### src/rtl/dram_read_arb.sv
// Two-requester round-robin arbiter in front of a single DRAM reader: ack one cycle after req, kick one cycle after ack.
// A new grant waits for IDLE with busy low; reader strobes are steered to the owner, and a reader that never goes busy is aborted.
module dram_read_arb #(
  parameter int          BUSY_TIMEOUT = 255,
  parameter logic [31:0] MAX_NUM      = 32'd256
) (
  input  logic        clk,
  input  logic        rst,
  input  logic [1:0]  req,
  input  logic [31:0] addr0,
  input  logic [31:0] addr1,
  input  logic [31:0] num0,
  input  logic [31:0] num1,
  output logic [1:0]  ack,
  output logic [1:0]  done,
  output logic [1:0]  err,
  output logic        kick,
  input  logic        busy,
  output logic [31:0] read_addr,
  output logic [31:0] read_num,
  input  logic        buf_we,
  output logic [1:0]  we_out,
  output logic        owner,
  output logic        active
);

  localparam int CW = ($clog2(BUSY_TIMEOUT + 1) > 8) ? $clog2(BUSY_TIMEOUT + 1) : 8;

  typedef enum logic [2:0] {IDLE, ISSUE, WAIT_BUSY, RUN, DONE} state_t;

  state_t        state, state_nxt;
  logic [CW-1:0] cnt, cnt_nxt;
  logic [1:0]    ack_nxt, done_nxt, err_nxt;
  logic          kick_nxt, owner_nxt;
  logic [31:0]   addr_nxt, num_nxt;
  logic          g;
  logic [31:0]   g_addr, g_num;
  logic          timeout_hit;

  always_ff @(posedge clk) begin
    if (rst) begin
      state     <= IDLE;
      cnt       <= '0;
      ack       <= '0;
      done      <= '0;
      err       <= '0;
      kick      <= 1'b0;
      owner     <= 1'b1;
      read_addr <= '0;
      read_num  <= '0;
    end else begin
      state     <= state_nxt;
      cnt       <= cnt_nxt;
      ack       <= ack_nxt;
      done      <= done_nxt;
      err       <= err_nxt;
      kick      <= kick_nxt;
      owner     <= owner_nxt;
      read_addr <= addr_nxt;
      read_num  <= num_nxt;
    end
  end

  always_comb begin
    // With both requesting, the one that did not win last time goes next.
    g           = (req == 2'b11) ? ~owner : ~req[0];
    g_addr      = g ? addr1 : addr0;
    g_num       = g ? num1 : num0;
    timeout_hit = ({1'b0, cnt} + (CW+1)'(1)) >= (CW+1)'(BUSY_TIMEOUT);

    state_nxt = state;
    cnt_nxt   = cnt;
    ack_nxt   = '0;
    done_nxt  = '0;
    err_nxt   = '0;
    kick_nxt  = 1'b0;
    owner_nxt = owner;
    addr_nxt  = read_addr;
    num_nxt   = read_num;

    case (state)
      IDLE: begin
        if ((req != 2'b00) && !busy) begin
          ack_nxt[g] = 1'b1;
          owner_nxt  = g;
          addr_nxt   = g_addr;
          num_nxt    = g_num;
          if ((g_num == 32'd0) || (g_num > MAX_NUM)) err_nxt[g] = 1'b1;
          else                                        state_nxt  = ISSUE;
        end
      end
      ISSUE: begin
        kick_nxt  = 1'b1;
        cnt_nxt   = '0;
        state_nxt = WAIT_BUSY;
      end
      WAIT_BUSY: begin
        if (busy) begin
          state_nxt = RUN;
        end else if (timeout_hit) begin
          err_nxt[owner] = 1'b1;
          state_nxt      = IDLE;
        end else if (cnt != '1) begin
          cnt_nxt = cnt + CW'(1);
        end
      end
      RUN: begin
        if (!busy) begin
          done_nxt[owner] = 1'b1;
          state_nxt       = DONE;
        end
      end
      DONE:    state_nxt = IDLE;
      default: state_nxt = IDLE;
    endcase
  end

  always_comb begin
    we_out = '0;
    if ((state == WAIT_BUSY) || (state == RUN) || (state == DONE)) we_out[owner] = buf_we;
    active = (state != IDLE);
  end

endmodule

### config.mk
export PLATFORM = sky130hd
export DESIGN_NAME = dram_read_arb
export DESIGN_NICKNAME = d
export VERILOG_FILES = /design/src/rtl/dram_read_arb.sv
export SDC_FILE = /design/constraint.sdc
export NUM_CORES = 1
export LEC_CHECK = 0
export BUFFER_PORTS_ARGS = -buffer_cell sky130_fd_sc_hd__buf_2
export CAP_MARGIN = 5
export CORE_MARGIN = 2
export CORE_UTILIZATION = 26
export CTS_CLUSTER_DIAMETER = 120
export DETAILED_ROUTE_END_ITERATION = 8
export SYNTH_ARGS = -nofsm -noshare
export SYNTH_HDL_FRONTEND = slang
export SYNTH_SLANG_ARGS = --single-unit
### constraint.sdc
create_clock -name clk -period 2.58 [get_ports clk]
set_input_delay 0.258 -clock clk [delete_from_list [all_inputs] [get_ports clk]]
set_output_delay 0.258 -clock clk [all_outputs]
set_load 0.01 [all_outputs]
==> results of run 1 <==
## metal layers
layer	vias up	global-route usage	share of wire
met5	-	0	0
met4	0	0.05171	0.017
met3	15	0.04386	0.068
met2	145	0.2463	0.45
met1	1949	0.2025	0.46
li1	2167	-	-
## Yosys cell counts (2+ instances only)
cell type,number,area (um^2)
nand2_1,145,544.3
dfxtp_1,83,1662
nor2_1,81,304.0
a311oi_1,64,560.5
clkbuf_1,26,97.59
nor4_1,19,118.9
buf_2,12,60.06
nor3_1,7,35.03
inv_1,5,18.77
nand3_1,5,25.02
o21ai_1,4,20.02
a211o_1,3,26.28
a21o_1,3,22.52
nand2b_1,3,18.77
xor2_1,3,26.28
a2111oi_2,2,30.03
ha_1,2,25.02
nand4_1,2,12.51
nor3_2,2,20.02
nor3b_1,2,15.01
nor4b_1,2,17.52
## layout make-up
| type | count | area share |
|---|---|---|
| Inverter | 6 | 0.004141 |
| Multi-Input combinational cell | 373 | 0.3821 |
| Timing Repair Buffer | 218 | 0.2144 |
| Sequential cell | 83 | 0.3055 |
| Tap cell | 184 | 0.04233 |
| Clock inverter | 2 | 0.001840 |
| Clock buffer | 13 | 0.04969 |
## worst max path at each step
stage               startpoint      to  slack [ns]
finish                  cnt[0]  err[1]        0.32
global route            cnt[0]  err[1]        0.11
CTS                     cnt[0]  err[1]        0.16
detailed placement      cnt[0]  err[1]        0.17
global placement        cnt[0]  err[1]        0.21
floorplan               cnt[0]  cnt[3]        0.65
## sequential cells by signal, summed over array words and instances (netlist names)
| register | count |
|---|---|
| read_num | 32 |
| ack | 2 |
| cnt | 8 |
| state | 3 |
| done | 2 |
| err | 2 |
| read_addr | 32 |
| kick | 1 |
| owner | 1 |
## repair_timing
action | CTS | global route
resized for setup | 0 | 1
hold endpoints to repair | 0 | 0
buffers inserted | 0 | 0
endpoints found under the setup margin | 0 | 1
## worst max-delay path, delay by kind of cell (launching register included)
family                   cells  cell delay [ns]
AO/OA/AOI/OAI                4             1.15
AND/OR/NAND/NOR              2             0.26
flip-flops                   1             0.45
adder cells (fa/ha/maj)      1             0.29
## stage by stage
| stage | hold slack [ns] | instance area (um^2) | setup WS (ns) | utilization |
|---|---|---|---|---|
| global route | 0.1733 | 5439 | 0.1124 | 0.3728 |
| detailed placement | 0.4882 | 5151 | 0.1729 | 0.3531 |
| floorplan | 0.4170 | 3906 | 0.6494 | - |
| global placement | 0.4804 | 5151 | 0.2131 | 0.3531 |
| CTS | 0.1614 | 5431 | 0.1600 | 0.3723 |
| finish | 0.1767 | 5439 | 0.3244 | 0.3728 |
## where the power goes
group	total (mW)	switching [mW]	internal, mW	leakage, nW
combinational	0.563	0.322	0.242	1.67
sequential	1.41	0.0393	1.37	0.684
clock	1.23	0.509	0.723	0.141
## cell families after synthesis
group | synth area share
AO/OA/AOI/OAI | 0.2021
XOR/XNOR | 0.006728
adder cells (fa/ha/maj) | 0.006405
buffers and inverters | 0.05189
flip-flops | 0.4254
multiplexers | 0.002883
AND/OR/NAND/NOR | 0.3046
==> flow_metrics.env, run 1 <==
export IMPL_status="complete, no violations"
export IMPL_r2r_cells=7
export IMPL_hpwl_um=8981
export IMPL_fmax_ghz=0.4433
export IMPL_multi_input_area_um2=2078
export IMPL_first_pass_iters=5
export IMPL_placed_cells=864
export IMPL_synth_warnings=0
export IMPL_hold_viol_final=0
export IMPL_die_area_um2=16020
export IMPL_hold_start="addr0[5]"
export IMPL_initial_utilization=0.2678
export IMPL_async_flop_share=0
export IMPL_cts_buffers=9
export IMPL_crit_arrival_ns=2.50
export IMPL_antenna_found_initial=0
export IMPL_vias_per_cell=4.865
export IMPL_rows=44
export IMPL_fillers=1553
export IMPL_peakVddDrop_uv=308.0
export IMPL_min_period_over_period=0.8742
export IMPL_avgSynthCellArea_um2=7.766
export IMPL_mostFrequentLayoutCells="buf_2 (208), nand2_1 (145), dfxtp_1 (83)"
export IMPL_critical_path_max_stage_delay_ns=0.45
export IMPL_syn_area_um2=3906
export IMPL_hold_path_class="input pin to register"
export IMPL_postRouteAntennaNets=0
export IMPL_r2r_slack_ns=0.32
export IMPL_grt_overflow=0
export IMPL_ys_ff_latch=83
export IMPL_first_iter_violations=235
export IMPL_critical_path_class="register to register"
export IMPL_path_clk_slew_ns=0.06
export IMPL_remaining_drc_errors=0
export IMPL_synth_edff_count=0
export IMPL_rr_endpoint="err[1]"
export IMPL_cts_root_buf="clkbuf_16"
export IMPL_cap_viol_max_count=0
export IMPL_finalSetupViolCount=0
export IMPL_final_common_cell="buf_2"
export IMPL_drive_gt1_frac=0.3540
export IMPL_ys_types=49
export IMPL_port_buffers=208
export IMPL_holdPathEnd="read_addr[5]"
export IMPL_slew_limit_headroom=0.5979
export IMPL_final_setup_tns_ns=0
export IMPL_crit_required_ns=2.82
export IMPL_core_area_um2=14590
export IMPL_cts_tree="built"
export IMPL_grt_pass1_vias=3975
export IMPL_fin_cells=879
export IMPL_rsz0062_at_grt="false"
export IMPL_die_w_um=126.6
export IMPL_ioPinCount=209
export IMPL_grt_max_degree=67
export IMPL_cp_max_fo=13
export IMPL_period_needed_ns=2.256
export IMPL_fin_worst_skew_ns=0.007895
export IMPL_p_total_mw=3.204
export IMPL_route_vias_total=4276
export IMPL_critPathSlowestCell="dfxtp_1"
export IMPL_crit_chain="ha_1, nand2b_1, o2bb2a_1, o221ai_2, a21boi_4, nand3_1, a2111oi_2"
export IMPL_crit_path_end_kind="register"
export IMPL_grt_pass1_wl_um=20070
export IMPL_synth_nets=639
export IMPL_worst_pin_slew_ns=0.6032
export IMPL_p_leak_nw=2.498
export IMPL_worstSetupStartpointType="register"
export IMPL_drt_wirelength_per_cell_um=14.34
export IMPL_clkSinkCount=83
export IMPL_clockBufferDepth=2
export IMPL_clkLatencyLatePin_ns=0.34
export IMPL_report_final_slew_viol_count=0
export IMPL_r2r_start="cnt[0]"
export IMPL_die_y_um=126.6
export IMPL_antennaDiodeCount=0
export IMPL_powerDensity_nw_per_um2=589.0
export IMPL_cts_htree_levels=3
export IMPL_areaGrowthSynthToFinish_pct=39.24
export IMPL_grt_usage=0.1550
export IMPL_gp_congestion=0.8097
export IMPL_final_nets=827
export IMPL_hold_buffers=0
export IMPL_whs_path_depth=3
export IMPL_register_area_um2=1662
export IMPL_ys_flop_type="dfxtp_1"
export IMPL_routed_wl_um=12610
export IMPL_seq_area_frac_synth=0.4254
export IMPL_synth_cells=503
No activity file was read; power rests on OpenSTA's default activity.
==> inputs of run 2 (changes only) <==
--- a/config.mk
+++ b/config.mk
@@ -7,7 +7,7 @@
 export LEC_CHECK = 0
 export BUFFER_PORTS_ARGS = -buffer_cell sky130_fd_sc_hd__buf_2
 export CAP_MARGIN = 5
-export CORE_MARGIN = 2
+export CORE_MARGIN = 3
 export CORE_UTILIZATION = 26
 export CTS_CLUSTER_DIAMETER = 120
 export DETAILED_ROUTE_END_ITERATION = 8
==> run 2 against run 1 <==
Compared with the run above: clock skew increased by 0.0014 ns; first-iteration DRC count decreased by 20%; critical path type unchanged; utilization increased by 0.060 points; clock-buffer cell count decreased by 3.
==> flow_metrics.env, run 2 (synthesized netlist as in run 1, its figures left out) <==
export IMPL_route_vias_total=4218
export IMPL_remaining_drc_errors=0
export IMPL_internal_power_mw=2.382
export IMPL_clockBufferDepth=2
export IMPL_grt_max_degree=69
export IMPL_place_ws_ns=0.1827
export IMPL_ioPinCount=209
export IMPL_report_final_slew_viol_count=0
export IMPL_cts_tree="built"
export IMPL_hold_path_class="input pin to register"
export IMPL_first_pass_iters=4
export IMPL_final_common_cell="buf_2"
export IMPL_routed_wl_um=12570
export IMPL_cp_max_fo=13
export IMPL_sw_frac_of_total=0.2731
export IMPL_cts_buffers=9
export IMPL_path_clk_slew_ns=0.07
export IMPL_cap_viol_max_count=0
export IMPL_fin_ws_ns=0.3290
export IMPL_critical_path_class="register to register"
export IMPL_clkLatencyLatePin_ns=0.34
export IMPL_grt_usage=0.1471
export IMPL_antenna_found_initial=0
export IMPL_drt_wirelength_per_cell_um=14.32
export IMPL_rows=44
export IMPL_pwr_share_seq=0.430
export IMPL_cts_htree_levels=3
export IMPL_status="complete, no violations"
export IMPL_gp_congestion=0.7945
export IMPL_worstSetupStartpointType="register"
export IMPL_min_period_over_period=0.8725
export IMPL_fmax_ghz=0.4442
export IMPL_rsz0062_at_grt="false"
export IMPL_r2r_slack_ns=0.33
export IMPL_hold_start="addr0[11]"
export IMPL_core_area_um2=14590
export IMPL_initial_utilization=0.2678
export IMPL_port_buffers=208
export IMPL_fin_cells=878
export IMPL_clkSinkCount=83
export IMPL_worst_pin_slew_ns=0.7085
export IMPL_p_leak_nw=2.484
export IMPL_placed_cells=862
export IMPL_antennaDiodeCount=0
export IMPL_period_needed_ns=2.251
export IMPL_postRouteAntennaNets=0
export IMPL_crit_path_end_kind="register"
export IMPL_die_w_um=128.6
export IMPL_biggestRegsByFlops="read_addr (32), read_num (32), cnt (8)"
export IMPL_slew_limit_headroom=0.5255
export IMPL_hold_viol_final=0
export IMPL_die_y_um=128.6
export IMPL_mostFrequentLayoutCells="buf_2 (208), nand2_1 (145), dfxtp_1 (83)"
export IMPL_final_setup_tns_ns=0
export IMPL_postCtsSetupRepairBufs=0
export IMPL_cts_root_buf="clkbuf_16"
export IMPL_grt_pass1_wl_um=19710
export IMPL_powerDensity_nw_per_um2=601.6
export IMPL_peakVddDrop_uv=265.8
export IMPL_fin_worst_skew_ns=0.009333
export IMPL_vias_per_cell=4.804
export IMPL_startpoint="cnt[0]"
export IMPL_die_area_um2=16530
export IMPL_final_nets=825
export IMPL_first_iter_violations=187
export IMPL_hpwl_um=9084
export IMPL_comb_power_share=0.170
export IMPL_fillers=1559
export IMPL_power_switching_uw=895.2
export IMPL_crit_required_ns=2.82
export IMPL_grt_pass1_vias=3995
export IMPL_areaGrowthSynthToFinish_pct=39.46
export IMPL_drive_gt1_frac=0.3545
export IMPL_r2r_start="cnt[0]"
export IMPL_clockPowerShare=0.400
export IMPL_grt_overflow=0
export IMPL_crit_arrival_ns=2.49
export IMPL_finalSetupViolCount=0
-- run 2: cell count changes in the layout (fill, tap and decap cells not counted) --
cell,before,now
clkinv_2,2,1
clkbuf_1,1,0
buf_4,6,4
clkbuf_8,3,1
bufinv_16,0,1
clkinvlp_4,0,4
-- run 2: repair_timing --
action	in CTS	in global routing
hold buffers	0	0
setup endpoints to repair	0	1
resized for setup	0	1
-- run 2: final timing paths --
check / endpoint / depth (start not counted)
worst max-delay path: err[1] / 7
worst min-delay path: read_addr[11] / 3
worst max register to register: err[1] / 7
worst min register to register: cnt[7] / 2
-- run 2: cell type report --
class	count	area, um^2	share of cell area
inverter	6	22.52	0.004134
multi-input combinational	373	2078	0.3815
tap	184	230.2	0.04226
clock inverter	6	65.06	0.01194
clock buffer	10	239.0	0.04387
sequential	83	1662	0.3050
timing repair buffer	216	1151	0.2113
-- run 2: routing by layer --
| layer | global-route usage | vias to the layer above | routed length, um |
|---|---|---|---|
| li1 | - | 2170 | - |
| met1 | 0.1951 | 1891 | 5811 |
| met2 | 0.2332 | 140 | 5621 |
| met3 | 0.03279 | 17 | 883 |
| met4 | 0.05806 | 0 | 253 |
| met5 | 0 | - | 0 |
-- run 2: power groups by stage --
stage | Combinational [mW] | Sequential, mW | Clock, mW
floorplan | 0.242 | 1.48 | 0
global placement | 0.568 | 1.44 | 0
detailed placement | 0.566 | 1.44 | 0
CTS | 0.567 | 1.41 | 1.36
global route | 0.626 | 1.42 | 1.41
finish | 0.559 | 1.41 | 1.31
-- run 2: critical path, stage by stage, from the launching register on --
cell,delay (ns)
dfxtp_1,0.47
ha_1,0.30
nand2b_1,0.11
o2bb2a_1,0.27
o221ai_2,0.12
a21boi_4,0.38
nand3_1,0.15
a2111oi_2,0.35
-- run 2: metrics by stage --
stage,area [um^2],power (mW),utilization,hold slack (ns)
finish,5448,3.278,0.3734,0.1778
global route,5448,3.456,0.3734,0.1715
CTS,5440,3.333,0.3729,0.1584
detailed placement,5136,2.002,0.3521,0.4701
global placement,5136,2.004,0.3521,0.4651
floorplan,3906,1.722,-,0.4170
==> inputs of run 3 (changes only) <==
--- a/config.mk
+++ b/config.mk
@@ -11,6 +11,7 @@
 export CORE_UTILIZATION = 26
 export CTS_CLUSTER_DIAMETER = 120
 export DETAILED_ROUTE_END_ITERATION = 8
+export REMOVE_ABC_BUFFERS = 1
 export SYNTH_ARGS = -nofsm -noshare
 export SYNTH_HDL_FRONTEND = slang
 export SYNTH_SLANG_ARGS = --single-unit
==> run 3 against run 2 <==
Compared with the run above: utilization rose by 0.22 points; fmax rose by 5.4%; clock power rose by 5%; combinational power barely moved; first-iteration DRC count did not move; die area did not move; clock skew barely moved; non-clock buffer count rose by 2; global-route usage rose by 0.61 points; critical path depth did not move.
==> flow_metrics.env, run 3 (synthesized netlist as in run 1, its figures left out) <==
export IMPL_die_area_um2=16530
export IMPL_antennaDiodeCount=0
export IMPL_core_area_um2=14590
export IMPL_clkLatencyLatePin_ns=0.34
export IMPL_cts_tree="built"
export IMPL_cts_buffers=9
export IMPL_grt_pass1_vias=3938
export IMPL_report_final_slew_viol_count=0
export IMPL_gp_congestion=0.7953
export IMPL_status="complete, no violations"
export IMPL_cp_max_fo=7
export IMPL_multi_input_area_um2=2071
export IMPL_fillers=1557
export IMPL_fmax_ghz=0.4682
export IMPL_r2r_slack_ns=0.44
export IMPL_worst_pin_slew_ns=0.6553
export IMPL_mostFrequentLayoutCells="buf_2 (208), nand2_1 (145), dfxtp_1 (83)"
export IMPL_initial_utilization=0.2678
export IMPL_biggestRegsByFlops="read_addr (32), read_num (32), cnt (8)"
export IMPL_route_vias_total=4241
export IMPL_startpoint="cnt[0]"
export IMPL_drive_gt1_frac=0.3554
export IMPL_powerDensity_nw_per_um2=612.2
export IMPL_path_clk_slew_ns=0.06
export IMPL_antenna_found_initial=1
export IMPL_ioPinCount=209
export IMPL_final_common_cell="buf_2"
export IMPL_critical_path_class="register to register"
export IMPL_worstSetupStartpointType="register"
export IMPL_drt_wirelength_per_cell_um=14.74
export IMPL_clkSinkCount=83
export IMPL_hpwl_um=9634
export IMPL_peakVddDrop_uv=285.0
export IMPL_postRouteAntennaNets=0
export IMPL_whs_path_depth=3
export IMPL_stdcell_area_um2=5480
export IMPL_grt_overflow=0
export IMPL_hold_path_class="input pin to register"
export IMPL_vias_per_cell=4.825
export IMPL_die_w_um=128.6
export IMPL_die_y_um=128.6
export IMPL_hold_buffers=0
export IMPL_r2r_start="cnt[0]"
export IMPL_slew_limit_headroom=0.5611
export IMPL_cts_resized=0
export IMPL_cts_root_buf="clkbuf_16"
export IMPL_hold_viol_final=0
export IMPL_rr_endpoint="cnt[3]"
export IMPL_port_buffers=208
export IMPL_routed_wl_um=12950
export IMPL_whs_ns=0.1777
export IMPL_clockBufferDepth=2
export IMPL_r2r_cells=7
export IMPL_post_route_util=0.3756
export IMPL_remaining_drc_errors=0
export IMPL_holdPathEnd="read_addr[14]"
export IMPL_areaGrowthSynthToFinish_pct=40.29
export IMPL_grt_usage=0.1532
export IMPL_min_period_over_period=0.8278
export IMPL_final_nets=827
export IMPL_rows=44
export IMPL_postCtsSetupRepairBufs=0
export IMPL_register_area_um2=1662
export IMPL_fin_worst_skew_ns=0.009250
export IMPL_crit_path_end_kind="register"
export IMPL_p_leak_nw=2.517
export IMPL_grt_pass1_wl_um=20180
export IMPL_p_total_mw=3.355
export IMPL_period_needed_ns=2.136
export IMPL_grt_max_degree=67
export IMPL_hold_start="addr0[14]"
export IMPL_rsz0062_at_grt="false"
export IMPL_cts_htree_levels=3
export IMPL_crit_required_ns=2.83
export IMPL_cap_viol_max_count=0
export IMPL_first_pass_iters=4
export IMPL_place_area_um2=5164
export IMPL_first_iter_violations=187
export IMPL_crit_arrival_ns=2.38
export IMPL_finalSetupViolCount=0
==> run 3: cell count changes in the layout (fill, tap and decap cells not counted), sizes merged <==
cell	previous run	this run
buf	216	218
clkinv	1	2
clkinvlp	4	1
bufinv	1	2
==> run 3: layout make-up <==
cell class              count  area share
clock buffers              10     0.04361
clock inverters             5     0.01416
inverters                   6    0.004110
multi-input cells         373      0.3779
flip-flops and latches     83      0.3032
well taps                 184     0.04201
repair buffers            218      0.2151
==> run 3: worst max path at each step <==
stage              to  slack (ns)  cells after the start
6_report       cnt[3]        0.44                      7
5_1_grt        cnt[3]        0.13                      7
4_1_cts        cnt[3]        0.41                      7
3_5_place_dp   cnt[3]        0.43                      7
3_3_place_gp   cnt[3]        0.47                      7
2_1_floorplan  err[1]       -2.67                      5
==> run 3: routing by layer <==
layer | global-route usage | wire length, um | up-vias
li1 | - | - | 2178
met4 | 0.03953 | 166 | 2
met3 | 0.05687 | 856 | 13
met5 | 0 | 7 | -
met1 | 0.1902 | 5597 | 1930
met2 | 0.2522 | 6325 | 118
==> run 3: critical path, stage by stage (launching register included) <==
cell	delay, ns
dfxtp_1	0.45
ha_1	0.30
nand2b_1	0.11
o2bb2a_1	0.27
o221ai_2	0.11
a31oi_1	0.57
nand2_1	0.15
o311ai_2	0.09
==> run 3: power by group <==
part	leakage [nW]	switching, mW	internal (mW)
Clock	0.154	0.516	0.865
Combinational	1.68	0.317	0.245
Sequential	0.684	0.0428	1.37
Total	2.52	0.876	2.48
==> run 3: stage by stage <==
step	worst slack [ns]	instances	setup TNS [ns]
after global routing	0.1327	879	0
final	0.4442	879	0
after global placement	0.4720	864	0
after detailed placement	0.4272	864	0
after CTS	0.4137	879	0
after floorplan	-2.666	462	-165.95
